[config.mk]
export PLATFORM = sky130hd
export DESIGN_NAME = dmem_arbiter
export DESIGN_NICKNAME = d
export VERILOG_FILES = /design/src/rtl/dmem_pkg.sv /design/src/rtl/rr_pick2.sv /design/src/rtl/dmem_arbiter.sv
export SDC_FILE = /design/constraint.sdc
export NUM_CORES = 1
export LEC_CHECK = 0
export ABC_AREA = 0
export CORE_MARGIN = 2
export CORE_UTILIZATION = 36
export DETAILED_ROUTE_END_ITERATION = 12
export PLACE_DENSITY_LB_ADDON = 0.3
export SYNTH_ARGS = -nofsm -noshare
export SYNTH_HDL_FRONTEND = slang
export SYNTH_SLANG_ARGS = --single-unit
[constraint.sdc]
create_clock -name clk -period 1.6 [get_ports clk]
set_input_delay 0.32 -clock clk [delete_from_list [all_inputs] [get_ports clk]]
set_output_delay 0.32 -clock clk [all_outputs]
set_load 0.01 [all_outputs]
[src/rtl/dmem_pkg.sv]
// Shared constants for the data-memory arbiter: memory geometry, the read-only
// button address, the seven-segment register addresses and the FSM state encoding.
package dmem_pkg;

   localparam int            AW            = 8;
   localparam int            DW            = 32;
   localparam logic [AW-1:0] IO_ADDR       = 8'd2;
   localparam logic [AW-1:0] SEG_DATA_ADDR = 8'd0;
   localparam logic [AW-1:0] SEG_EN_ADDR   = 8'd1;

   localparam logic [1:0] IDLE  = 2'd0;
   localparam logic [1:0] SERVE = 2'd1;
   localparam logic [1:0] ACK   = 2'd2;

endpackage

[src/rtl/rr_pick2.sv]
// Combinational two-way round-robin picker: a lone eligible port wins outright,
// a tie goes to the port that did not win last time.
module rr_pick2 (
   input  logic [1:0] eligible,
   input  logic       last_grant,
   output logic       valid,
   output logic       gnt
);

   assign valid = |eligible;
   assign gnt   = (eligible == 2'b11) ? ~last_grant : eligible[1];

endmodule

[src/rtl/dmem_arbiter.sv]
// Round-robin arbiter sharing the single-port data memory between the CPU
// load/store unit (port 0) and the debug loader (port 1) over req/ack handshakes.
module dmem_arbiter import dmem_pkg::*; #(
   parameter int            AW      = dmem_pkg::AW,
   parameter int            DW      = dmem_pkg::DW,
   parameter logic [AW-1:0] IO_ADDR = AW'(dmem_pkg::IO_ADDR),
   parameter bit            RR_INIT = 1'b1
) (
   input  logic          clk,
   input  logic          rst_n,

   input  logic          req0,
   input  logic          we0,
   input  logic [AW-1:0] addr0,
   input  logic [DW-1:0] wdata0,
   output logic          ack0,
   output logic [DW-1:0] rdata0,
   output logic          err0,

   input  logic          req1,
   input  logic          we1,
   input  logic [AW-1:0] addr1,
   input  logic [DW-1:0] wdata1,
   output logic          ack1,
   output logic [DW-1:0] rdata1,
   output logic          err1,

   output logic [AW-1:0] mem_addr,
   output logic [DW-1:0] mem_wdata,
   output logic          mem_wr,
   input  logic [DW-1:0] mem_rdata
);

   logic [1:0]    state;
   logic          gnt;
   logic          last_grant;
   logic [1:0]    eligible;
   logic          pick_valid;
   logic          pick_gnt;
   logic          serve;
   logic          we_gnt;
   logic [AW-1:0] addr_gnt;
   logic          io_hit;

   // A port being acked this cycle must wait its turn, which is what forces
   // strict alternation under continuous contention.
   always_comb begin
      // NOTE: assign a default before any conditional update so no latch is inferred.
      eligible = {req1, req0};
      if (state == ACK) eligible[gnt] = 1'b0;
   end

   rr_pick2 u_pick (
      .eligible   (eligible),
      .last_grant (last_grant),
      .valid      (pick_valid),
      .gnt        (pick_gnt)
   );

   assign serve    = (state == SERVE);
   assign we_gnt   = gnt ? we1   : we0;
   assign addr_gnt = gnt ? addr1 : addr0;
   assign io_hit   = (addr_gnt == IO_ADDR);

   // Decoded from state so an async reset during SERVE kills the write before the falling edge.
   assign mem_addr  = (serve && gnt) ? addr1  : addr0;
   assign mem_wdata = (serve && gnt) ? wdata1 : wdata0;
   assign mem_wr    = serve && we_gnt && !io_hit;

   // NOTE: sequential state uses non-blocking assignments so every register samples pre-edge values.
   always_ff @(posedge clk or negedge rst_n) begin
      if (!rst_n) begin
         state      <= IDLE;
         gnt        <= 1'b0;
         last_grant <= RR_INIT;
         ack0       <= 1'b0;
         ack1       <= 1'b0;
         err0       <= 1'b0;
         err1       <= 1'b0;
         rdata0     <= '0;
         rdata1     <= '0;
      end else begin
         ack0 <= 1'b0;
         ack1 <= 1'b0;
         err0 <= 1'b0;
         err1 <= 1'b0;
         case (state)
            IDLE, ACK: begin
               if (pick_valid) begin
                  state      <= SERVE;
                  gnt        <= pick_gnt;
                  last_grant <= pick_gnt;
               end else begin
                  state <= IDLE;
               end
            end
            SERVE: begin
               state <= ACK;
               // Read data is captured for writes as well; the requester may ignore it.
               if (gnt) begin
                  rdata1 <= mem_rdata;
                  ack1   <= 1'b1;
                  err1   <= we_gnt && io_hit;
               end else begin
                  rdata0 <= mem_rdata;
                  ack0   <= 1'b1;
                  err0   <= we_gnt && io_hit;
               end
            end
            default: state <= IDLE;
         endcase
      end
   end

endmodule

Word level (Yosys, flattened, before mapping) --
Index checks and enable logic that the tools add are counted.
Word-level totals: bits in registers 72, logic and storage cells 49
Operators by class: $lt $le $gt $ge 2, equal/unequal tests 4, multiplexer cells 18, bitwise operators 4, reduce and logical (&&, ||, !) cells 12
Operators with widths (number):
- 32-bit 2-to-1 mux | 1
- 8-bit 2-to-1 mux | 2
- 1-bit 2-to-1 mux | 12
- 8-bit by 2-bit == test with 1-bit output, second input constant | 1
- 2-bit AND reduction | 3
- 1-bit logical AND | 5
- 2-bit == test, second input constant | 2
- 2-bit one-hot mux with 2 select lines | 1
- 2-bit OR reduction | 2
- 2-bit AND | 1
- 2-bit by 1-bit == test with 1-bit output, second input constant | 1
- 2-bit zero test | 1
- 1-bit by 2-bit < comparator with 1-bit output, second input constant | 1
- 2-bit 2-to-1 mux | 1
- 1-bit inverter | 2
- 2-bit inverter | 1
- 1-bit demux with 1-bit select | 1
- 1-bit greater-or-equal comparator, second input constant | 1
- 1-bit zero test | 1

Depth between registers and ports, before layout --
Gate-level depths: netlist of run 1.
depth in word-level cells 10, depth in mapped cells 4, mapped depth without buffers 3

Cells and area by module --
From an unflattened synthesis of run 1, not the netlist that was laid out.
Second synthesis, totals: cells, all modules 215, area total of the unflattened synthesis 3372.0 um^2
Modules (own cells, without submodules):
- dmem_arbiter | times used 1, cells each 213, area an instance 3358.2 um^2, sequential area each 1803.0 um^2
- rr_pick2 | times used 1, cells each 2, area an instance 13.8 um^2, sequential area each 0.0 um^2

Worst setup path before layout of run 1 --
Ideal clock, no wire load.
kind register -> output, start point register state[1], end point output mem_addr[0], data arrival time 1.184 ns, required time 1.280 ns, slack 0.096 ns, stages on the path, launching flop included 5, cell sequence dfrtp_1 -> nor2b_4 -> nand2_4 -> buf_6 -> mux2_2
On the way: longest elaborated chain between the ends 3
Ends and longest elaborated chain:
- start, declared | RTL line dmem_arbiter.sv:34 | logic [1:0] state;
- start signal, assigned | RTL line dmem_arbiter.sv:73 | state <= IDLE;
- start signal, assigned | RTL line dmem_arbiter.sv:90 | state <= SERVE;
- start signal, assigned | RTL line dmem_arbiter.sv:94 | state <= IDLE;
- 2-bit by 1-bit == test with 1-bit output | RTL line dmem_arbiter.sv:60 | assign serve = (state == SERVE);
- 1-bit logical AND | RTL line dmem_arbiter.sv:66 | assign mem_addr = (serve && gnt) ? addr1 : addr0;
- 8-bit 2-to-1 mux | RTL line dmem_arbiter.sv:66
- end, declared | RTL line dmem_arbiter.sv:28 | output logic [AW-1:0] mem_addr,
Every way passes these cells.

Worst setup path after layout of run 1 --
start point register gnt, end point output mem_addr[6]
On the way: longest elaborated chain between the ends 2
Ends and longest elaborated chain:
- start, declared | RTL line dmem_arbiter.sv:35 | logic gnt;
- start signal, assigned | RTL line dmem_arbiter.sv:91 | gnt <= pick_gnt;
- 1-bit logical AND | RTL line dmem_arbiter.sv:66
- 8-bit 2-to-1 mux | RTL line dmem_arbiter.sv:66
Every way passes these cells.

==> results_dict.tcl, run 1 <==
set metrics [dict create \
    die_y_um 99.7 \
    reg2reg_depth 7 \
    start_util_pct 37.5 \
    drt_iter0_drc 43 \
    vias 2902 \
    clock.fmax_ghz 0.519 \
    firstDrtPassIters 4 \
    violations "negative setup slack" \
    synth_area_leaders "dfrtp_1, mux2_2, buf_6" \
    fp.dieW_um 99.7 \
    layout.nets 595 \
    grt_usage_pct 21.1 \
    synth.distinct_cells 23 \
    cts_tree "yes" \
    totalPowerFinal_mw 11.7 \
    fin_crit_ns 1.93 \
    postLayoutCellArea_um2 6490 \
    grt_max_degree 73 \
    rsz0062_at_grt "yes" \
    hold_start "rdata0[16]" \
    synth_top_area_cell "dfrtp_1" \
    fin_worst_skew_ns 0.0126 \
    endpoint_kind "output pin" \
    synth_fp_nets 335 \
    vias_per_cell 4.92 \
    finalNonFillerCells 590 \
    yosysSeqAreaShare_pct 54.7 \
    synth_area_per_cell_um2 15.2 \
    h-tree-depth 3 \
    yosysTopAreaCellShare_pct 53.9 \
    min_to "rdata0[16]" \
    timing.rr.start "state[1]" \
    fin_ws_ns -0.325 \
    yosys_warnings 0 \
    antenna_found_initial 0 \
    core_um2 8810 \
    grt_pass1_vias 3087 \
    n_antenna_cell 0 \
    ctsRootBufferMaster "clkbuf_8" \
    grt_pass1_wl_mm 16.3 \
    portBuffers 226 \
    rows 34 \
    io-pin-count 227 \
    maxSlewViolCount 0 \
    grt_overflow 0 \
    critPathMaxFanout 8 \
    ant_nets 0 \
    status "finished with violations" \
    cts_made_buffers 9 \
    critPathLaunchType "register" \
    placed_area_um2 5760 \
    relSlewSlack_pct 74.5 \
    reg2reg_to "rdata0[17]" \
    syn_to_final_growth_pct 96.7 \
    clk_latency_ns 0.34 \
    crit_required_ns 1.28 \
    cts.path.max_buffers 2 \
    die_area_um2 9940 \
    worst-r2r-setup-slack_ns -0.16 \
    p_leak_nw 3.10 \
    finalCritPeriodShare_pct 120 \
    arrival_ns 1.61 \
    hp-class "register to register" \
    hold_viol 0 \
    critPathKind "register to output pin" \
    syn_inst 217 \
    wl_mm 11.1 \
    peakVddDrop_mv 1.19 \
    worstHoldPathCells 1 \
    dp_hpwl_mm 7.98 \
    synth_area_um2 3300 \
    gp_congestion 0.790 \
    setup_viol 73 \
    maxCapViolations 0 \
    drive_gt1_share_pct 41.7 \
    p_per_area_nw_per_um2 1810 \
    synth-seq-cells 72 \
    wire_per_inst_um 18.8 \
    clkTransAtPathRegs_ns 0.08 \
    drt_drc_violations_left 0 \
    place_inst 557 \
    tightest_slew_ns 0.382 \
    cts_num_sinks 72 \
]
## how the worst max path moves through the flow
stage	from	end	slack, ns	cells after the start
CTS	state[1]	mem_wdata[24]	-0.45	6
global route	state[1]	mem_wdata[20]	-0.39	5
finish	gnt	mem_addr[6]	-0.33	5
global placement	addr1[3]	mem_wr	-0.64	5
detailed placement	addr0[3]	mem_wr	-0.64	5
floorplan	state[1]	mem_addr[0]	0.1	4
## worst max-delay path: stages (launching register included)
cell	delay, ns
dfrtp_1	0.41
buf_6	0.14
nand2_8	0.10
buf_8	0.14
mux2_2	0.35
buf_6	0.13
## power by group
part / internal [mW] / switching [mW] / leakage (nW)
clock network: 1.20 / 0.660 / 0.128
registers: 2.75 / 0.472 / 0.853
logic: 4.20 / 2.44 / 2.12
## kinds of logic (layout without fill, tap and decap cells)
kind of cell           count (synthesis)  after routing  synth area share [%]
multiplexers                         105            105                  35.8
buffers and inverters                 13            278                  3.87
AO/OA/AOI/OAI                          5              5                 0.948
AND/OR/NAND/NOR                       22             22                  4.67
flip-flops                            72             72                  54.7
## through the flow
stage / hold slack (ns) / utilization (%) / TNS (ns) / worst slack [ns]
after floorplan: 0.0244 / - / 0 / 0.0965
after global placement: 0.377 / 65.4 / -12.69 / -0.637
after detailed placement: 0.378 / 65.4 / -13.10 / -0.636
after CTS: 0.509 / 70.8 / -15.55 / -0.449
after global routing: 0.521 / 73.7 / -20.74 / -0.391
final: 0.501 / 73.7 / -16.58 / -0.325
## layout by cell type, fill, tap and decap left out, drive strengths merged
cell / n
nand2b: 2
nand3: 4
clkbuf: 14
nand3b: 1
dfrtp: 71
a32o: 1
dlymetal6s2s: 34
a31oi: 1
dlygate4sd2: 10
clkinv: 1
nor3: 4
nand4b: 1
and2b: 1
dlygate4sd3: 1
nor2: 3
nor2b: 1
buf: 72
inv: 2
and4: 1
bufinv: 4
nand2: 2
mux2: 105
dfstp: 1
nor4b: 2
clkdlybuf4s50: 140
a21oi: 3
## flip-flops by register name (all words and copies together) (netlist names)
signal,count
ack0,1
ack1,1
err0,1
err1,1
gnt,1
last_grant,1
rdata0,32
rdata1,32
state,2
## metal layers
layer  GRT usage (%)  share of wire (%)
met5               0                  0
met4            4.95                1.1
met3            9.77                9.6
met2            37.4                 53
met1            23.0                 36
## synth_stat cells
cell        n
a31oi_1     1
nor3_4      1
and2b_1     1
nor2b_4     1
nand3_1     4
buf_4       1
mux2_1      1
nand4b_1    1
nor2_1      3
and4_1      1
a21oi_1     3
nor4b_1     2
a32o_1      1
nand2b_1    2
nor3_1      3
buf_6      10
nand2_4     1
nand3b_1    1
dfstp_2     1
nand2_1     1
inv_1       2
dfrtp_1    71
mux2_2    104
## area by class of cell
type,count,area [um^2]
Multi-Input combinational cell,132,1490
Clock inverter,5,129
Timing Repair Buffer,260,2800
Tap cell,108,135
Inverter,2,7.51
Sequential cell,72,1800
Clock buffer,11,131
Fill cell,620,2320
## timing repair
item / CTS / global route
gates resized for setup: 227 / 67
hold buffers: 1 / 0
cloned: 2 / 4
pin swaps: 6 / 2
endpoints found under the hold margin: 10 / 0
setup endpoints to repair: 47 / 127
buffers inserted: 10 / 7
Note: power is estimated with default switching activity, not from simulation.
==> inputs of run 2 (changes only) <==
==> constraint.sdc (replaced) <==
create_clock -name clk -period 1.78 [get_ports clk]
set_input_delay 0.356 -clock clk [delete_from_list [all_inputs] [get_ports clk]]
set_output_delay 0.356 -clock clk [all_outputs]
set_load 0.01 [all_outputs]
==> run 2 against run 1 <==
First-iteration DRC count is 42% higher. The run still ends with negative setup slack left. Via count fell by 1.6%. Largest power group unchanged. Power decreased by 15%. Critical path type unchanged.
==> results_dict.tcl, run 2 (synthesis gave the netlist of run 1 again) <==
set metrics [dict create \
    ctsRootBufferMaster "clkbuf_8" \
    relSlewSlack_pct 74.5 \
    fin_crit_ns 2.16 \
    p_leak_nw 2.66 \
    clock.fmax_ghz 0.463 \
    vias_per_cell 4.81 \
    drt_drc_violations_left 0 \
    fillCellCount 625 \
    layout.nets 599 \
    grt_overflow 0 \
    gp_congestion 0.770 \
    maxCapViolations 0 \
    setup_viol 41 \
    syn_to_final_growth_pct 89.1 \
    rows 34 \
    p_per_area_nw_per_um2 1600 \
    peakVddDrop_mv 1.01 \
    finalCritPeriodShare_pct 121 \
    ant_nets 0 \
    grt_pass1_wl_mm 16.4 \
    wl_mm 10.7 \
    die_y_um 99.7 \
    start_util_pct 37.5 \
    fin_ws_ns -0.378 \
    layout_commonest_cell "clkdlybuf4s50_1" \
    critPathKind "register to output pin" \
    h-tree-depth 3 \
    portBuffers 226 \
    violations "negative setup slack" \
    hp-class "input port to asynchronous set/reset pin" \
    top_regs "rdata0: 32 flops, rdata1: 32 flops, state: 2 flops" \
    clkTransAtPathRegs_ns 0.08 \
    fin_worst_skew_ns 0.0127 \
    vias 2857 \
    fp.dieW_um 99.7 \
    io-pin-count 227 \
    firstDrtPassIters 3 \
    die_area_um2 9940 \
    setup_tns_ns -10.35 \
    grt_pass1_vias 3065 \
    cts.path.max_buffers 2 \
    n_antenna_cell 0 \
    totalPowerFinal_mw 10.0 \
    cts_tree "yes" \
    dp_hpwl_mm 8.08 \
    critPathLaunchType "register" \
    clk_latency_ns 0.35 \
    crit_required_ns 1.42 \
    endpoint_kind "output pin" \
    core_um2 8810 \
    layout_common_cells "clkdlybuf4s50_1, mux2_2, dfrtp_1" \
    grt_max_degree 73 \
    cts_made_buffers 9 \
    arrival_ns 1.80 \
    maxSlewViolCount 0 \
    worst-r2r-setup-slack_ns 0.07 \
    rsz0062_at_grt "yes" \
    wire_per_inst_um 18.0 \
    drt_iter0_drc 61 \
    hold_buffers 0 \
    critPathMaxFanout 5 \
    grt_usage_pct 21.3 \
    reg2reg_depth 6 \
    cts_num_sinks 72 \
    antenna_found_initial 0 \
    drive_gt1_share_pct 42.2 \
    tightest_slew_ns 0.382 \
    status "finished with violations" \
    hold_viol 0 \
]
==> run 2: cell count changes in the layout (fill, tap and decap cells not counted), sizes merged <==
cell / previous run / this run
clkbuf: 14 / 10
bufinv: 4 / 1
clkinv: 1 / 2
clkinvlp: 0 / 2
inv: 2 / 3
dlymetal6s2s: 34 / 0
dlygate4sd2: 10 / 0
dlygate4sd3: 1 / 0
buf: 72 / 80
clkdlybuf4s50: 140 / 184
==> run 2: worst paths after layout <==
kind	from	endpoint
hold / removal	rst_n	rdata1[16]
min in group clk	rdata0[5]	rdata0[5]
setup / recovery	state[1]	mem_wdata[10]
setup reg to reg	gnt	rdata0[10]
max in group asynchronous	rst_n	last_grant
hold reg to reg	rdata0[5]	rdata0[5]
==> run 2: layer usage <==
layer / GRT usage (%) / up-vias / share of wire, %
li1: - / 1310 / -
met1: 23.0 / 1412 / 37
met2: 37.8 / 115 / 51
met3: 9.35 / 20 / 9.7
met4: 6.43 / 0 / 2.3
met5: 0 / - / 0
==> run 2: layout make-up <==
| class | count | area, um^2 | area share [%] |
|---|---|---|---|
| Sequential cell | 72 | 1800 | 28.9 |
| Clock inverter | 6 | 67.6 | 1.08 |
| Tap cell | 108 | 135 | 2.17 |
| Clock buffer | 10 | 128 | 2.05 |
| Inverter | 2 | 7.51 | 0.120 |
| Multi-Input combinational cell | 132 | 1410 | 22.6 |
| Timing Repair Buffer | 264 | 2690 | 43.1 |
==> run 2: power breakdown <==
group / internal [mW] / switching [mW]
clock: 0.652 / 0.638
combinational: 3.73 / 2.10
sequential: 2.47 / 0.414
==> run 2: per-stage QoR <==
stage	area, um^2	std cells	hold WS [ns]	setup slack (ns)	util, %
6_report	6240	594	0.0162	-0.378	70.8
5_1_grt	6240	594	0.0534	-0.437	70.8
4_1_cts	6200	589	0.0362	-0.392	70.4
3_5_place_dp	5740	556	0.426	-0.552	65.2
3_3_place_gp	5740	556	0.409	-0.530	65.2
2_1_floorplan	3300	217	0.0604	0.240	-
==> run 2: critical path, stage by stage (launching register included) <==
cell	delay, ns
dfrtp_1	0.42
nor2b_4	0.16
nand2_4	0.09
buf_6	0.14
buf_12	0.12
buf_6	0.11
mux2_4	0.30
buf_6	0.12
==> run 2: repair_timing <==
item,CTS,global route
pin swaps,1,0
gates cloned,1,0
gates resized for setup,217,10
setup buffers,17,8
endpoints found under the setup margin,41,41
